### config.mk
export PLATFORM = sky130hd
export DESIGN_NAME = param_fifo
export DESIGN_NICKNAME = d
export VERILOG_FILES = /design/src/rtl/param_fifo.sv
export SDC_FILE = /design/constraint.sdc
export NUM_CORES = 1
export LEC_CHECK = 0
export ABC_CLOCK_PERIOD_IN_PS = 2600
export CORE_ASPECT_RATIO = 1.4
export CORE_MARGIN = 2
export CORE_UTILIZATION = 47
export CTS_CLUSTER_DIAMETER = 60
export DETAILED_ROUTE_END_ITERATION = 12
export PLACE_DENSITY = 0.67
export SYNTH_ARGS = -nofsm -noshare
export SYNTH_HDL_FRONTEND = slang
export SYNTH_SLANG_ARGS = --single-unit
### constraint.sdc
create_clock -name clk -period 2.6 [get_ports clk]
set_input_delay 0.65 -clock clk [delete_from_list [all_inputs] [get_ports clk]]
set_output_delay 0.65 -clock clk [all_outputs]
set_load 0.05 [all_outputs]
### src/rtl/param_fifo.sv
// Parametrised synchronous FIFO with occupancy count, threshold flags and error pulses.
// Latency: FWFT=0 read_data valid one cycle after accepting edge; FWFT=1 head word visible right after the write edge.
// Backpressure: writes rejected while full, reads rejected while empty; each rejection raises a one-cycle pulse.
module param_fifo #(
  parameter int DATA_W   = 8,
  parameter int DEPTH    = 16,
  parameter int AF_LEVEL = DEPTH - 2,
  parameter int AE_LEVEL = 2,
  parameter int FWFT     = 0
) (
  input  logic                       clk,
  input  logic                       reset,
  input  logic                       write_en,
  input  logic [DATA_W-1:0]          write_data,
  output logic                       full,
  output logic                       A_full,
  input  logic                       read_en,
  output logic [DATA_W-1:0]          read_data,
  output logic                       empty,
  output logic                       A_empty,
  output logic [$clog2(DEPTH):0]     count,
  output logic                       overflow,
  output logic                       underflow
);

  localparam int AW = $clog2(DEPTH);
  localparam int CW = AW + 1;
  localparam logic [CW-1:0] DEPTH_C = CW'(DEPTH);
  localparam logic [CW-1:0] AF_C    = CW'(AF_LEVEL);
  localparam logic [CW-1:0] AE_C    = CW'(AE_LEVEL);

  logic [DATA_W-1:0] mem [DEPTH];
  logic [AW-1:0]     wptr;
  logic [AW-1:0]     rptr;
  logic [CW-1:0]     count_q;
  logic              wr_acc;
  logic              rd_acc;

  // Flags come only from the count register, so no input reaches a flag combinationally
  assign full    = (count_q == DEPTH_C);
  assign empty   = (count_q == '0);
  assign A_full  = (count_q >= AF_C);
  assign A_empty = (count_q <= AE_C);
  assign count   = count_q;

  // A request is accepted only against the registered state at this edge
  assign wr_acc = write_en && !full;
  assign rd_acc = read_en && !empty;

  // Storage array; contents survive reset, but no write lands while reset is held
  always_ff @(posedge clk) begin
    if (reset && wr_acc) begin
      mem[wptr] <= write_data;
    end
  end

  // Pointers, occupancy and error pulses; pointers wrap naturally at DEPTH-1
  always_ff @(posedge clk) begin
    if (!reset) begin
      wptr      <= '0;
      rptr      <= '0;
      count_q   <= '0;
      overflow  <= 1'b0;
      underflow <= 1'b0;
    end else begin
      overflow  <= write_en && full;
      underflow <= read_en && empty;
      if (wr_acc) wptr <= wptr + AW'(1);
      if (rd_acc) rptr <= rptr + AW'(1);
      case ({wr_acc, rd_acc})
        2'b10:   count_q <= count_q + CW'(1);
        2'b01:   count_q <= count_q - CW'(1);
        default: count_q <= count_q;
      endcase
    end
  end

  generate
    if (FWFT != 0) begin : g_fwft
      // Head word shown directly; forced to zero so an empty FIFO never exposes stale data
      assign read_data = empty ? '0 : mem[rptr];
    end else begin : g_reg
      logic [DATA_W-1:0] rd_q;

      // Output register loads only on an accepted read and holds otherwise
      always_ff @(posedge clk) begin
        if (!reset) begin
          rd_q <= '0;
        end else if (rd_acc) begin
          rd_q <= mem[rptr];
        end
      end

      assign read_data = rd_q;
    end
  endgenerate

endmodule

Word-level counts from Yosys, hierarchy flattened
Memory sizes are Yosys's and may differ from the RTL's. A register that Yosys moved wholly into a read port is not among the register bits.
Index checks and enable logic that the tools add are counted.
{ "word_totals": {"memories": 1, "inputBits": 12, "register_bits": 15, "mem_bits_rw": 128, "elab_cells": 28} }
{ "op_classes": {"mux": 3, "add_sub_neg": 4, "n_reduce_logical": 10, "n_eq_ne": 3, "order_cmp": 2} }
{ "mem_list": {"columns": ["name", "words", "word_bits", "read_ports", "rd_ports_with_merged_regs", "wr", "line", "source"], "rows": [
  ["mem", 16, 8, 1, 1, 1, "32", "logic [DATA_W-1:0] mem [DEPTH];"]
]} }
{ "op_table": {"columns": ["operator", "n"], "rows": [
  ["5-bit one-hot mux with 2 select lines", 1],
  ["4-bit by 1-bit adder with 4-bit output (second input constant)", 2],
  ["5-bit by 1-bit adder with 5-bit output (second input constant)", 1],
  ["5-bit equality test (second input constant)", 1],
  ["5-bit by 4-bit greater-or-equal comparator with 1-bit output (second input constant)", 1],
  ["5-bit by 2-bit <= comparator with 1-bit output (second input constant)", 1],
  ["1-bit logical AND", 5],
  ["5-bit zero test", 1],
  ["5-bit by 1-bit subtractor with 5-bit output (second input constant)", 1],
  ["1-bit zero test", 3],
  ["2-bit by 1-bit equality test with 1-bit output (second input constant)", 1],
  ["2-bit equality test (second input constant)", 1],
  ["1-bit two-way mux", 2],
  ["2-bit nonzero test", 1]
]} }

Logic depth before layout (Yosys ltp)
{ "depth": {"word_depth": 6, "depth_mapped": 11, "mapped_depth_nobuf": 11} }

Worst setup path before layout
No wires, ideal clock.
{ "synth_path": {"kind": "register -> output", "from": "reg count_q[1], in the netlist count[1]", "to": "out A_empty", "arrival_ns": 3.099, "path_stages_with_launch": 2, "required_ns": 1.950, "path_slack_ns": -1.149, "path_cell_list": "dfxtp_1 -> a2111oi_0"} }
{ "synth_via": {"elab_chain_cells": 1} }
{ "synth_lines": {"columns": ["element", "line", "source"], "rows": [
  ["start: declaration", "35", "logic [CW-1:0] count_q;"],
  ["start signal: assignment", "71", "2'b10: count_q <= count_q + CW'(1);"],
  ["start signal: assignment", "72", "2'b01: count_q <= count_q - CW'(1);"],
  ["start signal: assignment", "73", "default: count_q <= count_q;"],
  ["5-bit by 2-bit <= comparator with 1-bit output", "43", "assign A_empty = (count_q <= AE_C);"],
  ["end: declaration", "20", "output logic A_empty,"]
]} }
No other way between the ends.

Final worst setup path
{ "layout_path": {"from": "reg count_q[2], in the netlist count[2]", "to": "out A_full"} }
{ "layout_via": {"elab_chain_cells": 1} }
{ "layout_lines": {"columns": ["element", "line", "source"], "rows": [
  ["5-bit by 4-bit greater-or-equal comparator with 1-bit output", "42", "assign A_full = (count_q >= AF_C);"],
  ["end: declaration", "16", "output logic A_full,"]
]} }
No other way between the ends.

==> flow_metrics.env <==
export IMPL_areaGrowthSynthToFinish_pct=20.2
export IMPL_dieWidth_um=99.9
export IMPL_cts_buffers_inserted=17
export IMPL_grt_max_degree=26
export IMPL_max_freq_mhz=406
export IMPL_start_util=0.477
export IMPL_drt_first_pass_iters=4
export IMPL_power_density_nw_per_um2=986
export IMPL_htreeDepth=4
export IMPL_skew_ns=0.00910
export IMPL_die_h_um=138
export IMPL_crit_chain="nand3_1 -> nand2_1 -> clkdlybuf4s50_1"
export IMPL_synth_top_area_share=0.635
export IMPL_setup_violations=0
export IMPL_nets=450
export IMPL_period_share=0.947
export IMPL_async_flop_share=0
export IMPL_diodes=0
export IMPL_multi_input_area_sq_um=1630
export IMPL_min_period_ns=2.46
export IMPL_core_area_sq_um=12700
export IMPL_grt_pass1_vias=3290
export IMPL_wire_per_inst_um=19.9
export IMPL_dieArea_sq_um=13800
export IMPL_critPathKind="reg2out"
export IMPL_cp_top_family="buffers and inverters"
export IMPL_worst_ep_required_time_ns=1.95
export IMPL_ys_types=39
export IMPL_gp_congestion=0.877
export IMPL_critPathLaunch="count[2]"
export IMPL_register_area_sq_um=4320
export IMPL_grt_pass1_wl_mm=18.5
export IMPL_dp_hpwl_mm=7.76
export IMPL_critPathCapture="A_full"
export IMPL_rrSetupSlack_ns=0.16
export IMPL_cts_max_path_buffers=2
export IMPL_maxSlewViolCount=0
export IMPL_place_area_sq_um=6670
export IMPL_ctsHoldBuffers=0
export IMPL_worst_pin_slew_ns=0.701
export IMPL_status="completed"
export IMPL_via_count=3306
export IMPL_rsz0062_at_grt="false"
export IMPL_endpoint_kind="primary output"
export IMPL_synth_edff_count=128
export IMPL_clk_pin_slew_ns=0.06
export IMPL_synthTopCellsByArea="edfxtp_1, dfxtp_1, mux4_2"
export IMPL_num_io_pins=31
export IMPL_crit_fanout=6
export IMPL_r2r_end="count[4]"
export IMPL_synth_top_cells_by_count="edfxtp_1, mux2i_1, dfxtp_1"
export IMPL_post_route_drc_count=0
export IMPL_vias_per_cell=5.57
export IMPL_wirelength_mm=11.8
export IMPL_ys_seq_area_frac=0.711
export IMPL_syn_nets=393
export IMPL_drive_above_1_share=0.209
export IMPL_place_port_buffers=30
export IMPL_yosysMostFrequentCell="edfxtp_1"
export IMPL_avgSynthCellArea_sq_um=16.3
export IMPL_synth_seq_cells=151
export IMPL_ff2ff_path_depth=10
export IMPL_drtIter0Drc=244
export IMPL_rr_startpoint="count[3]"
export IMPL_start_kind="flop"
export IMPL_cts_sinks=151
export IMPL_critPathSlowestCell="clkdlybuf4s50_1"
export IMPL_fillers=948
export IMPL_path_depth=3
export IMPL_syn_inst=371
export IMPL_max_cap_violations=0
export IMPL_fp_row_count=49
export IMPL_peakVddDrop_mv=0.688
export IMPL_power_leakage_nw=2.40
export IMPL_yosysWarnings=0
export IMPL_cts_tree="done"
export IMPL_cp_num_buf_inv=1
export IMPL_min_path_type="reg2reg"
export IMPL_finalPower_mw=7.17
export IMPL_synth_area_leader_cell="edfxtp_1"
export IMPL_ant_nets=0
export IMPL_syn_area_sq_um=6050
export IMPL_antenna_found_initial=0
export IMPL_hold_violations=0
export IMPL_critPathArrivalTime_ns=1.81
export IMPL_yosys_most_used_dff="edfxtp_1"
export IMPL_cpPeakStageDelay_ns=0.79
export IMPL_grt_usage=0.184
export IMPL_max_slew_margin_rel=0.531
export IMPL_cts_root_buffer="clkbuf_16"
export IMPL_final_cell_area_sq_um=7270
export IMPL_grt_ovfl_total=0
export IMPL_insertion_delay_ns=0.42
==> flip-flops by register name, summed over array words and instances (netlist names) <==
| register | count |
|---|---|
| underflow | 1 |
| mem | 128 |
| overflow | 1 |
| count | 5 |
| read_data | 8 |
| rptr | 4 |
| wptr | 4 |
==> worst min-delay path by stage <==
stage | cells after the start | slack (ns) | from | end
final | 2 | 0.52 | count[4] | count[4]
after global routing | 2 | 0.55 | read_data[6] | read_data[6]
after CTS | 2 | 0.52 | count[4] | count[4]
after detailed placement | 2 | 0.51 | count[4] | count[4]
after global placement | 2 | 0.50 | count[4] | count[4]
after floorplan | 3 | 0.59 | rptr[1] | rptr[1]
==> worst register-to-register path: stages, from the launching register on <==
cell	delay (ns)
dfxtp_2	0.36
nor4_4	0.35
buf_4	0.19
a21boi_4	0.06
ha_4	0.18
ha_1	0.28
nor2b_1	0.13
o21ai_1	0.17
a21oi_1	0.11
or3b_1	0.37
mux2i_1	0.13
==> per-stage QoR <==
step | instances | hold slack, ns | setup WS [ns] | TNS [ns] | utilization
2_1_floorplan | 371 | 0.594 | 0.00503 | 0 | -
3_3_place_gp | 561 | 0.497 | -0.325 | -0.624 | 0.525
3_5_place_dp | 561 | 0.506 | -0.379 | -0.792 | 0.525
4_1_cts | 593 | 0.520 | 0.0395 | 0 | 0.571
5_1_grt | 594 | 0.546 | 0.00879 | 0 | 0.573
6_report | 594 | 0.521 | 0.137 | 0 | 0.573
==> cells in the final DEF, fill, tap and decap left out, types with 2 or more instances in the layout <==
cell type,n
edfxtp_1,128
mux2i_1,34
buf_4,31
clkdlybuf4s50_1,27
nor2_1,22
clkbuf_16,17
dfxtp_1,17
mux4_2,16
o22ai_1,16
and2_1,10
nand2_1,10
inv_1,9
o21ai_0,9
a22oi_1,8
a31oi_1,8
ha_1,8
nand3_1,7
nor2b_1,6
xnor2_1,5
nor3_1,4
xor2_1,4
clkinv_2,4
dfxtp_2,4
o21ai_1,3
a21oi_1,3
clkinv_4,3
inv_6,3
nand2b_1,2
and3_1,2
nand4_1,2
clkinvlp_4,2
bufinv_16,2
dfxtp_4,2
==> power breakdown <==
part / internal [mW] / total, mW / switching [mW]
logic: 0.742 / 1.89 / 1.15
registers: 2.79 / 2.92 / 0.138
clock network: 1.41 / 2.36 / 0.947
==> per-layer routing <==
layer,up-vias,global-route usage,part of all wire
met5,-,0,0
met4,0,0.0692,0.023
met3,16,0.0490,0.046
met2,76,0.299,0.51
met1,1669,0.239,0.42
li1,1545,-,-
==> repair_timing <==
action	CTS	global route
resized for setup	0	4
setup buffers	0	1
endpoints found under the setup margin	0	1
==> kinds of logic (layout without fill, tap and decap cells) <==
kind of cell,after synthesis,in the layout,share of synthesized area
flops,151,151,0.711
simple gates,70,70,0.0608
compound gates,51,51,0.0532
mux,50,50,0.116
buf+inv,30,100,0.0238
fa+ha+maj,10,10,0.0219
xor+xnor,9,9,0.0130
==> final cells by class <==
| cell class | count | area share |
|---|---|---|
| well taps | 153 | 0.0263 |
| inverters | 9 | 0.00464 |
| flip-flops and latches | 151 | 0.593 |
| clock buffers | 17 | 0.0585 |
| repair buffers | 59 | 0.0719 |
| multi-input cells | 190 | 0.224 |
| clock inverters | 15 | 0.0208 |
No activity file was read; power rests on OpenSTA's default activity.
